===== src/rtl/reservation_station_aged.sv =====
// Aged reservation station: multi-CDB wakeup, oldest-ready select through an age matrix,
// and a registered valid/ready output stage feeding one execution unit.
module reservation_station_aged #(
  parameter int NUM_ENTRIES = 8,
  parameter int TAG_WIDTH   = 6,
  parameter int DATA_WIDTH  = 32,
  parameter int OP_WIDTH    = 4,
  parameter int NUM_CDB     = 2,
  parameter int CNT_W       = $clog2(NUM_ENTRIES + 1)
) (
  input  logic                          clk,
  input  logic                          rst,
  input  logic                          flush,
  input  logic                          issue_valid,
  output logic                          issue_ready,
  input  logic [OP_WIDTH-1:0]           issue_op,
  input  logic [DATA_WIDTH-1:0]         issue_val1,
  input  logic [DATA_WIDTH-1:0]         issue_val2,
  input  logic [TAG_WIDTH-1:0]          issue_tag1,
  input  logic [TAG_WIDTH-1:0]          issue_tag2,
  input  logic                          issue_rdy1,
  input  logic                          issue_rdy2,
  input  logic [TAG_WIDTH-1:0]          issue_dest_tag,
  input  logic [NUM_CDB-1:0]            cdb_valid,
  input  logic [NUM_CDB*TAG_WIDTH-1:0]  cdb_tag,
  input  logic [NUM_CDB*DATA_WIDTH-1:0] cdb_data,
  output logic                          ex_valid,
  input  logic                          ex_ready,
  output logic [OP_WIDTH-1:0]           ex_op,
  output logic [DATA_WIDTH-1:0]         ex_val1,
  output logic [DATA_WIDTH-1:0]         ex_val2,
  output logic [TAG_WIDTH-1:0]          ex_dest_tag,
  output logic [CNT_W-1:0]              occupancy,
  output logic [NUM_ENTRIES-1:0]        entry_busy,
  output logic [NUM_ENTRIES-1:0]        entry_ready
);
  localparam int IDX_W = $clog2(NUM_ENTRIES);

  logic [NUM_ENTRIES-1:0] busy_q, busy_d, rdy1_q, rdy1_d, rdy2_q, rdy2_d;
  logic [OP_WIDTH-1:0]    op_q   [NUM_ENTRIES];
  logic [OP_WIDTH-1:0]    op_d   [NUM_ENTRIES];
  logic [DATA_WIDTH-1:0]  val1_q [NUM_ENTRIES];
  logic [DATA_WIDTH-1:0]  val1_d [NUM_ENTRIES];
  logic [DATA_WIDTH-1:0]  val2_q [NUM_ENTRIES];
  logic [DATA_WIDTH-1:0]  val2_d [NUM_ENTRIES];
  logic [TAG_WIDTH-1:0]   tag1_q [NUM_ENTRIES];
  logic [TAG_WIDTH-1:0]   tag1_d [NUM_ENTRIES];
  logic [TAG_WIDTH-1:0]   tag2_q [NUM_ENTRIES];
  logic [TAG_WIDTH-1:0]   tag2_d [NUM_ENTRIES];
  logic [TAG_WIDTH-1:0]   dest_q [NUM_ENTRIES];
  logic [TAG_WIDTH-1:0]   dest_d [NUM_ENTRIES];
  // older_q[i][j] set means entry i was issued before entry j
  logic [NUM_ENTRIES-1:0] older_q [NUM_ENTRIES];
  logic [NUM_ENTRIES-1:0] older_d [NUM_ENTRIES];

  logic                  ex_valid_q, ex_valid_d;
  logic [OP_WIDTH-1:0]   ex_op_q, ex_op_d;
  logic [DATA_WIDTH-1:0] ex_val1_q, ex_val1_d, ex_val2_q, ex_val2_d;
  logic [TAG_WIDTH-1:0]  ex_dest_q, ex_dest_d;
  logic [CNT_W-1:0]      occ_q, occ_d;

  logic [IDX_W-1:0]       alloc_idx, sel_idx;
  logic                   issue_fire, sel_any, load;
  logic [NUM_ENTRIES-1:0] ready_vec, has_older;
  logic [DATA_WIDTH:0]    lk1, lk2, cap1, cap2;

  // Returns {hit, data}; the lowest-index matching port wins.
  function automatic logic [DATA_WIDTH:0] cdb_lookup(
    input logic [TAG_WIDTH-1:0]          tag,
    input logic [NUM_CDB-1:0]            vld,
    input logic [NUM_CDB*TAG_WIDTH-1:0]  tags,
    input logic [NUM_CDB*DATA_WIDTH-1:0] data
  );
    logic [DATA_WIDTH:0] res;
    res = '0;
    for (int k = NUM_CDB - 1; k >= 0; k--)
      if (vld[k] && tags[k*TAG_WIDTH +: TAG_WIDTH] == tag)
        res = {1'b1, data[k*DATA_WIDTH +: DATA_WIDTH]};
    return res;
  endfunction

  assign issue_ready = ~&busy_q;
  assign issue_fire  = issue_valid && issue_ready;
  assign ready_vec   = busy_q & rdy1_q & rdy2_q;
  assign load        = sel_any && (!ex_valid_q || ex_ready);

  always_comb begin
    alloc_idx = '0;
    for (int i = NUM_ENTRIES - 1; i >= 0; i--)
      if (!busy_q[i]) alloc_idx = IDX_W'(i);
  end

  always_comb begin
    sel_any   = 1'b0;
    sel_idx   = '0;
    has_older = '0;
    for (int i = 0; i < NUM_ENTRIES; i++) begin
      for (int j = 0; j < NUM_ENTRIES; j++)
        if (ready_vec[j] && older_q[j][i]) has_older[i] = 1'b1;
      if (ready_vec[i] && !has_older[i]) begin
        sel_any = 1'b1;
        sel_idx = IDX_W'(i);
      end
    end
  end

  always_comb begin
    busy_d  = busy_q;
    rdy1_d  = rdy1_q;
    rdy2_d  = rdy2_q;
    op_d    = op_q;
    val1_d  = val1_q;
    val2_d  = val2_q;
    tag1_d  = tag1_q;
    tag2_d  = tag2_q;
    dest_d  = dest_q;
    older_d = older_q;
    lk1     = '0;
    lk2     = '0;
    cap1    = cdb_lookup(issue_tag1, cdb_valid, cdb_tag, cdb_data);
    cap2    = cdb_lookup(issue_tag2, cdb_valid, cdb_tag, cdb_data);
    for (int i = 0; i < NUM_ENTRIES; i++) begin
      lk1 = cdb_lookup(tag1_q[i], cdb_valid, cdb_tag, cdb_data);
      lk2 = cdb_lookup(tag2_q[i], cdb_valid, cdb_tag, cdb_data);
      if (busy_q[i] && !rdy1_q[i] && lk1[DATA_WIDTH]) begin
        rdy1_d[i] = 1'b1;
        val1_d[i] = lk1[DATA_WIDTH-1:0];
      end
      if (busy_q[i] && !rdy2_q[i] && lk2[DATA_WIDTH]) begin
        rdy2_d[i] = 1'b1;
        val2_d[i] = lk2[DATA_WIDTH-1:0];
      end
    end
    if (load) busy_d[sel_idx] = 1'b0;
    if (issue_fire) begin
      busy_d[alloc_idx] = 1'b1;
      op_d[alloc_idx]   = issue_op;
      tag1_d[alloc_idx] = issue_tag1;
      tag2_d[alloc_idx] = issue_tag2;
      dest_d[alloc_idx] = issue_dest_tag;
      rdy1_d[alloc_idx] = issue_rdy1 || cap1[DATA_WIDTH];
      rdy2_d[alloc_idx] = issue_rdy2 || cap2[DATA_WIDTH];
      val1_d[alloc_idx] = (!issue_rdy1 && cap1[DATA_WIDTH]) ? cap1[DATA_WIDTH-1:0] : issue_val1;
      val2_d[alloc_idx] = (!issue_rdy2 && cap2[DATA_WIDTH]) ? cap2[DATA_WIDTH-1:0] : issue_val2;
      // New entry is younger than everything already held
      older_d[alloc_idx] = '0;
      for (int j = 0; j < NUM_ENTRIES; j++)
        if (IDX_W'(j) != alloc_idx) older_d[j][alloc_idx] = 1'b1;
    end
    if (flush) busy_d = '0;
  end

  always_comb begin
    ex_valid_d = ex_valid_q;
    ex_op_d    = ex_op_q;
    ex_val1_d  = ex_val1_q;
    ex_val2_d  = ex_val2_q;
    ex_dest_d  = ex_dest_q;
    occ_d      = occ_q + CNT_W'(issue_fire) - CNT_W'(load);
    if (load) begin
      ex_valid_d = 1'b1;
      ex_op_d    = op_q[sel_idx];
      ex_val1_d  = val1_q[sel_idx];
      ex_val2_d  = val2_q[sel_idx];
      ex_dest_d  = dest_q[sel_idx];
    end else if (ex_ready) begin
      ex_valid_d = 1'b0;
    end
    if (flush) begin
      ex_valid_d = 1'b0;
      occ_d      = '0;
    end
  end

  always_ff @(posedge clk or posedge rst) begin
    if (rst) begin
      busy_q     <= '0;
      rdy1_q     <= '0;
      rdy2_q     <= '0;
      ex_valid_q <= 1'b0;
      ex_op_q    <= '0;
      ex_val1_q  <= '0;
      ex_val2_q  <= '0;
      ex_dest_q  <= '0;
      occ_q      <= '0;
      for (int i = 0; i < NUM_ENTRIES; i++) begin
        op_q[i]    <= '0;
        val1_q[i]  <= '0;
        val2_q[i]  <= '0;
        tag1_q[i]  <= '0;
        tag2_q[i]  <= '0;
        dest_q[i]  <= '0;
        older_q[i] <= '0;
      end
    end else begin
      busy_q     <= busy_d;
      rdy1_q     <= rdy1_d;
      rdy2_q     <= rdy2_d;
      ex_valid_q <= ex_valid_d;
      ex_op_q    <= ex_op_d;
      ex_val1_q  <= ex_val1_d;
      ex_val2_q  <= ex_val2_d;
      ex_dest_q  <= ex_dest_d;
      occ_q      <= occ_d;
      for (int i = 0; i < NUM_ENTRIES; i++) begin
        op_q[i]    <= op_d[i];
        val1_q[i]  <= val1_d[i];
        val2_q[i]  <= val2_d[i];
        tag1_q[i]  <= tag1_d[i];
        tag2_q[i]  <= tag2_d[i];
        dest_q[i]  <= dest_d[i];
        older_q[i] <= older_d[i];
      end
    end
  end

  assign ex_valid    = ex_valid_q;
  assign ex_op       = ex_op_q;
  assign ex_val1     = ex_val1_q;
  assign ex_val2     = ex_val2_q;
  assign ex_dest_tag = ex_dest_q;
  assign occupancy   = occ_q;
  assign entry_busy  = busy_q;
  assign entry_ready = ready_vec;

endmodule


===== config.mk =====
export PLATFORM = sky130hd
export DESIGN_NAME = reservation_station_aged
export DESIGN_NICKNAME = d
export VERILOG_FILES = /design/src/rtl/reservation_station_aged.sv
export SDC_FILE = /design/constraint.sdc
export NUM_CORES = 2
export LEC_CHECK = 0
export ABC_AREA = 1
export BUFFER_PORTS_ARGS = -buffer_cell sky130_fd_sc_hd__buf_2
export CORE_MARGIN = 2
export CORE_UTILIZATION = 25
export CTS_CLUSTER_DIAMETER = 120
export CTS_CLUSTER_SIZE = 14
export DETAILED_ROUTE_END_ITERATION = 12
export PLACE_DENSITY = 0.36
export SKIP_CTS_REPAIR_TIMING = 1
export SYNTH_ARGS = -nofsm -noshare
export SYNTH_HDL_FRONTEND = slang
export SYNTH_SLANG_ARGS = --single-unit

===== constraint.sdc =====
create_clock -name clk -period 37 [get_ports clk]
set_clock_uncertainty 0.2 [all_clocks]
set_input_delay 3.7 -clock clk [delete_from_list [all_inputs] [get_ports clk]]
set_output_delay 3.7 -clock clk [all_outputs]
set_load 0.02 [all_outputs]

After elaboration in Yosys (flattened, before gate mapping)
Cells that the tools add are included.
{"block": "op_classes", "add_sub_neg": 2, "n_mul": 0, "n_div": 0, "n_lt_le_gt_ge": 7, "eq_ne": 43, "shift": 0, "mux": 208, "n_bitwise": 17, "reduce_logical": 181}
{"cell": "$mux 33", "n": 36}
{"cell": "$mux 32", "n": 23}
{"cell": "$bwmux 256", "n": 2}
{"cell": "$mux 256", "n": 2}
{"cell": "$eq 6x6->1", "n": 36}
{"cell": "$bmux 32 s3", "n": 2}
{"cell": "$logic_and 1x1->1", "n": 147}
{"cell": "$bwmux 48", "n": 3}
{"cell": "$mux 8", "n": 14}
{"cell": "$demux 32 s3", "n": 1}
{"cell": "$mux 1", "n": 94}
{"cell": "$or 8x8->8", "n": 9}
{"cell": "$and 64x64->64", "n": 1}
{"cell": "$not 64->64", "n": 1}
{"cell": "$mux 3", "n": 14}
{"cell": "$bwmux 32", "n": 1}
{"cell": "$logic_not 1->1", "n": 28}
{"cell": "$and 8x8->8", "n": 3}
{"cell": "$demux 8 s3", "n": 1}
{"cell": "$bmux 6 s3", "n": 1}
{"cell": "$demux 6 s3", "n": 1}
{"cell": "$mux 6", "n": 3}
{"cell": "$bwmux 8", "n": 2}
{"cell": "$mux 4", "n": 4}
{"cell": "17 further kinds", "n": 29}
{"block": "word_totals", "register_bits": 855, "latch_bits": 0, "mem_bits_rw": 0, "mem_bits_ro": 0, "in_bits": 171, "out_inout_bits": 96, "wordCells": 523, "memories": 0}

Depth between registers and ports, before layout
{"block": "logic_depth", "ltp_word": 30, "mapped_depth": 20, "depth_no_buf": 17}

Least setup slack after synthesis
Ideal clock, no wire load.
{"block": "synth_timing", "path_type": "input-to-reg", "start": "input port cdb_tag[8]", "end": "register val1_q[227] in the netlist's numbering", "t_arrival_ns": 5.420, "t_required_ns": 36.658, "slack_ns": 31.237, "cell_stages": 11, "n_path_buf": 2, "cell_sequence": "buf_2 buf_2 xor2_1 nor4_1 nand2_1 nand2_1 nand2_1 nor2_4 clkinv_1 a211oi_1 a21oi_1"}
{"item": "start, declared", "line_no": "25", "text": "input logic [NUM_CDB*TAG_WIDTH-1:0] cdb_tag,"}
{"item": "end signal, assigned by index", "line_no": "207", "text": "val1_q[i] <= val1_d[i];"}
{"item": "end, declared", "line_no": "42", "text": "logic [DATA_WIDTH-1:0] val1_q [NUM_ENTRIES];"}

==> metrics.md <==
| Metric | Value |
|---|---|
| Hold path depth | 2 |
| Initial antenna violation count | 43 |
| CTS buffer count | 71 |
| Post-layout min period | 7.61 ns |
| FP Rows | 169 |
| Fin nets | between 7,000 and 8,000 |
| H-tree depth | 3 |
| Die Ht | approximately 470 um |
| First-pass GRT wire length | between 400 and 500 mm |
| Relative slew slack | 0.143 |
| Post-Synth XOR/XNOR Area | 0.00907 |
| Multiplexer share of the synthesized area | 0.00188 |
| Commonest cells post-synth | 1,666 x nand2_1, 1,184 x o21ai_0, 855 x dfrtp_1 |
| RR Startpoint | entry_busy[4] |
| Synth Area in Adders | 0.00132 |
| CP Max Fanout | between 60 and 70 |
| Worst Path Arrival | approximately 8.0 ns |
| CP Data Required Time | around 37 ns |
| PD cells | roughly 45 nW/um2 |
| Yosys reg bits | about 860 |
| Fin Hold WS | between 0.2 and 0.3 ns |
| Worst skew pair latency | ~0.74 ns |
| I/O pin count | 267 |
| Asr flop ratio synth | 1.00 |
| Worst-Margin Slew | roughly 1.3 ns |
| Top cells by area, synth | dfrtp_1 40%, nand2_1 12%, o21ai_0 11% |
| Final Hold Fails | 0 |
| YS warnings | 0 |
| Synth Instances | 7,609 |
| Synthesized area | approximately 53,000 um2 |
| Clock sinks | around 860 |
| Largest family of logic cells by synthesized area | compound AO/OA/AOI/OAI gates |
| Most common cell in the netlist | nand2_1 |
| DRT iter0 DRCs | between 6,000 and 7,000 |
| Avg WL per Cell | ~31 um |
| PortBufs | about 270 |
| Die Width | around 470 um |
| R2R cell count | 17 |
| Vias per cell | approximately 5.4 |
| Initial core utilization | 0.251 |
| Global Route Usage Sum | 0.285 |
| RSZ-0062 raised after global routing | false |
| Setup ws final | 29.39 ns |
| Syn nets | slightly below 8,000 |
| DR vias | ~56,000 |
| Worst hold start | dest_q[42] |
| Clk buf depth | 3 |
| Total negative slack | 0 ns |
| CP Launch Type | input port |
| Congestion Overflow GR | 0 |
| Root Driver | clkbuf_16 |
| Antenna-violating nets left | 0 |
| Synth top area share | 0.403 |
| DP Wirelength | 190 mm |
| FMAX | around 0.13 GHz |
| Ys flop type | dfrtp_1 |
| Layout cells sized above 1 | 0.0795 |
| Yosys top cell by area | dfrtp_1 |
| DP Cell Count | around 10,000 |
| Synthesis-to-finish area growth | 9.94% |
| Post-DP Area | between 50,000 and 60,000 um2 |
| GP Congestion | ~0.84 |
| Number of fill cells | about 23,000 |
| Vias in the first global route | roughly 53,000 |
| CTS tree | done |
| Tcrit/Tclk final | 0.206 |
| Post-synthesis compound-gate area fraction | 0.245 |
| Final setup fails | 0 |
| Status | complete, no violations |
| Drc violations | 0 |
| Final WL | around 320 mm |
| Slew Viols, Final | 0 |
| Post-synth EDFFs | 0 |
| Core Area | roughly 210,000 um2 |
| Router iterations before antenna repair | 6 |
| Hold WC Path Type | reg -> reg |
| Die area | about 220,000 um2 |
| Largest net degree at the start of global routing | around 150 |
| Worst R2R End | ex_val2[11] |
| Final Cell Area | a little under 60,000 um2 |
| Hold Path Sink | dest_q[42] |
| R2R Setup Slk | around 31 ns |
| Non-Filler Instances | approximately 10,000 |
| Critical path class | in -> reg |
| Maxcap violations | 0 |
| Crit end category | flop |
| VDD IR-drop max | 0.0000285 V |
| Setup WS pre-CTS | 28.80 ns |
| Simple-gate share of the synthesized area | 0.226 |
| Avg Cell Area, Syn | between 6 and 7 um2 |
| Sequential area share after synthesis | 0.403 |
| Distinct cells, synth | 55 |
| LEAKAGE | between 20 and 30 nW |
| Clock transition at path regs | roughly 0.07 ns |
==> worst max-delay path by stage <==
stage	from	endpoint	slack (ns)	cells after the start
2_1_floorplan	rst	asynchronous set/reset pin	9.08	1
3_3_place_gp	cdb_tag[1]	val1_q[144]	28.75	15
3_5_place_dp	cdb_tag[1]	val1_q[151]	28.80	14
4_1_cts	cdb_tag[1]	val1_q[212]	29.59	13
5_1_grt	cdb_tag[1]	val1_q[210]	29.16	13
6_report	cdb_tag[1]	val1_q[212]	29.39	13
==> cells by family after synthesis <==
logic type,after synthesis
compound gates,2297
xor+xnor,55
fa+ha+maj,5
buf+inv,1504
flops,855
mux,10
simple gates,2883
==> layer usage <==
metal | GRT usage | wire length, um | vias up
met4 | 0.115 | 14100 | 28
met1 | 0.381 | 137000 | 28000
met3 | 0.0405 | 20600 | 452
met2 | 0.461 | 144000 | 2399
li1 | - | - | 24900
met5 | 0 | 189 | -
==> sequential cells by signal (all words and copies together) (netlist names), 32 cells and up, named ones only <==
name and cells:
dest_q 48, ex_val1 32, ex_val2 32, older_q 48, op_q 32, tag1_q 48, tag2_q 48, val1_q 256
val2_q 256
==> cells in the final DEF (no fill, tap or decap), drive strengths merged, types with 2 or more instances in the layout <==
master / count
a211oi: 30
a21boi: 5
a21oi: 252
a221oi: 7
a22oi: 16
a31oi: 144
buf: 397
clkbuf: 76
clkinv: 21
dfrtp: 855
diode: 7
ha: 4
inv: 830
mux2i: 10
nand2: 1671
nand3: 491
nand3b: 71
nand4: 33
nor2: 567
nor3: 30
nor3b: 2
nor4: 15
o2111ai: 12
o211ai: 334
o21a: 3
o21ai: 1333
o21bai: 3
o221ai: 2
o22ai: 154
or2: 2
xnor2: 10
xor2: 45
==> final cells by class <==
class | count | area, um2 | area share
Inverter | 847 | 3210 | 0.0549
Timing Repair Buffer | 397 | 2400 | 0.0411
Antenna cell | 7 | 17.5 | 0.000300
Sequential cell | 855 | 21400 | 0.366
Multi-Input combinational cell | 5250 | 25900 | 0.444
Clock buffer | 76 | 1870 | 0.0320
Clock inverter | 5 | 72.6 | 0.00124
Tap cell | 2821 | 3530 | 0.0604
==> critical path, cell delays in order <==
cell,delay (ns)
buf_2,0.45
clkinv_1,0.74
o21ai_0,0.44
nor4_1,0.11
nand2_2,0.07
buf_4,0.66
nand2_1,0.21
nand2_1,0.14
nor2_1,0.18
inv_2,0.79
o21ai_0,0.17
a21oi_1,0.18
a21oi_1,0.06
==> stage by stage <==
stage          total power, mW  utilization
2_1_floorplan             1.54            -
5_1_grt                   2.74        0.276
4_1_cts                   2.63        0.276
3_5_place_dp              1.84        0.267
3_3_place_gp              1.83        0.267
6_report                  2.60        0.276
==> where the power goes <==
part / switching, mW / leakage, nW / internal (mW)
Combinational: 0.434 / 14.3 / 0.190
Clock: 0.416 / 0.955 / 0.366
Sequential: 0.127 / 10.5 / 1.07
Power figures use the tool's default switching activity.
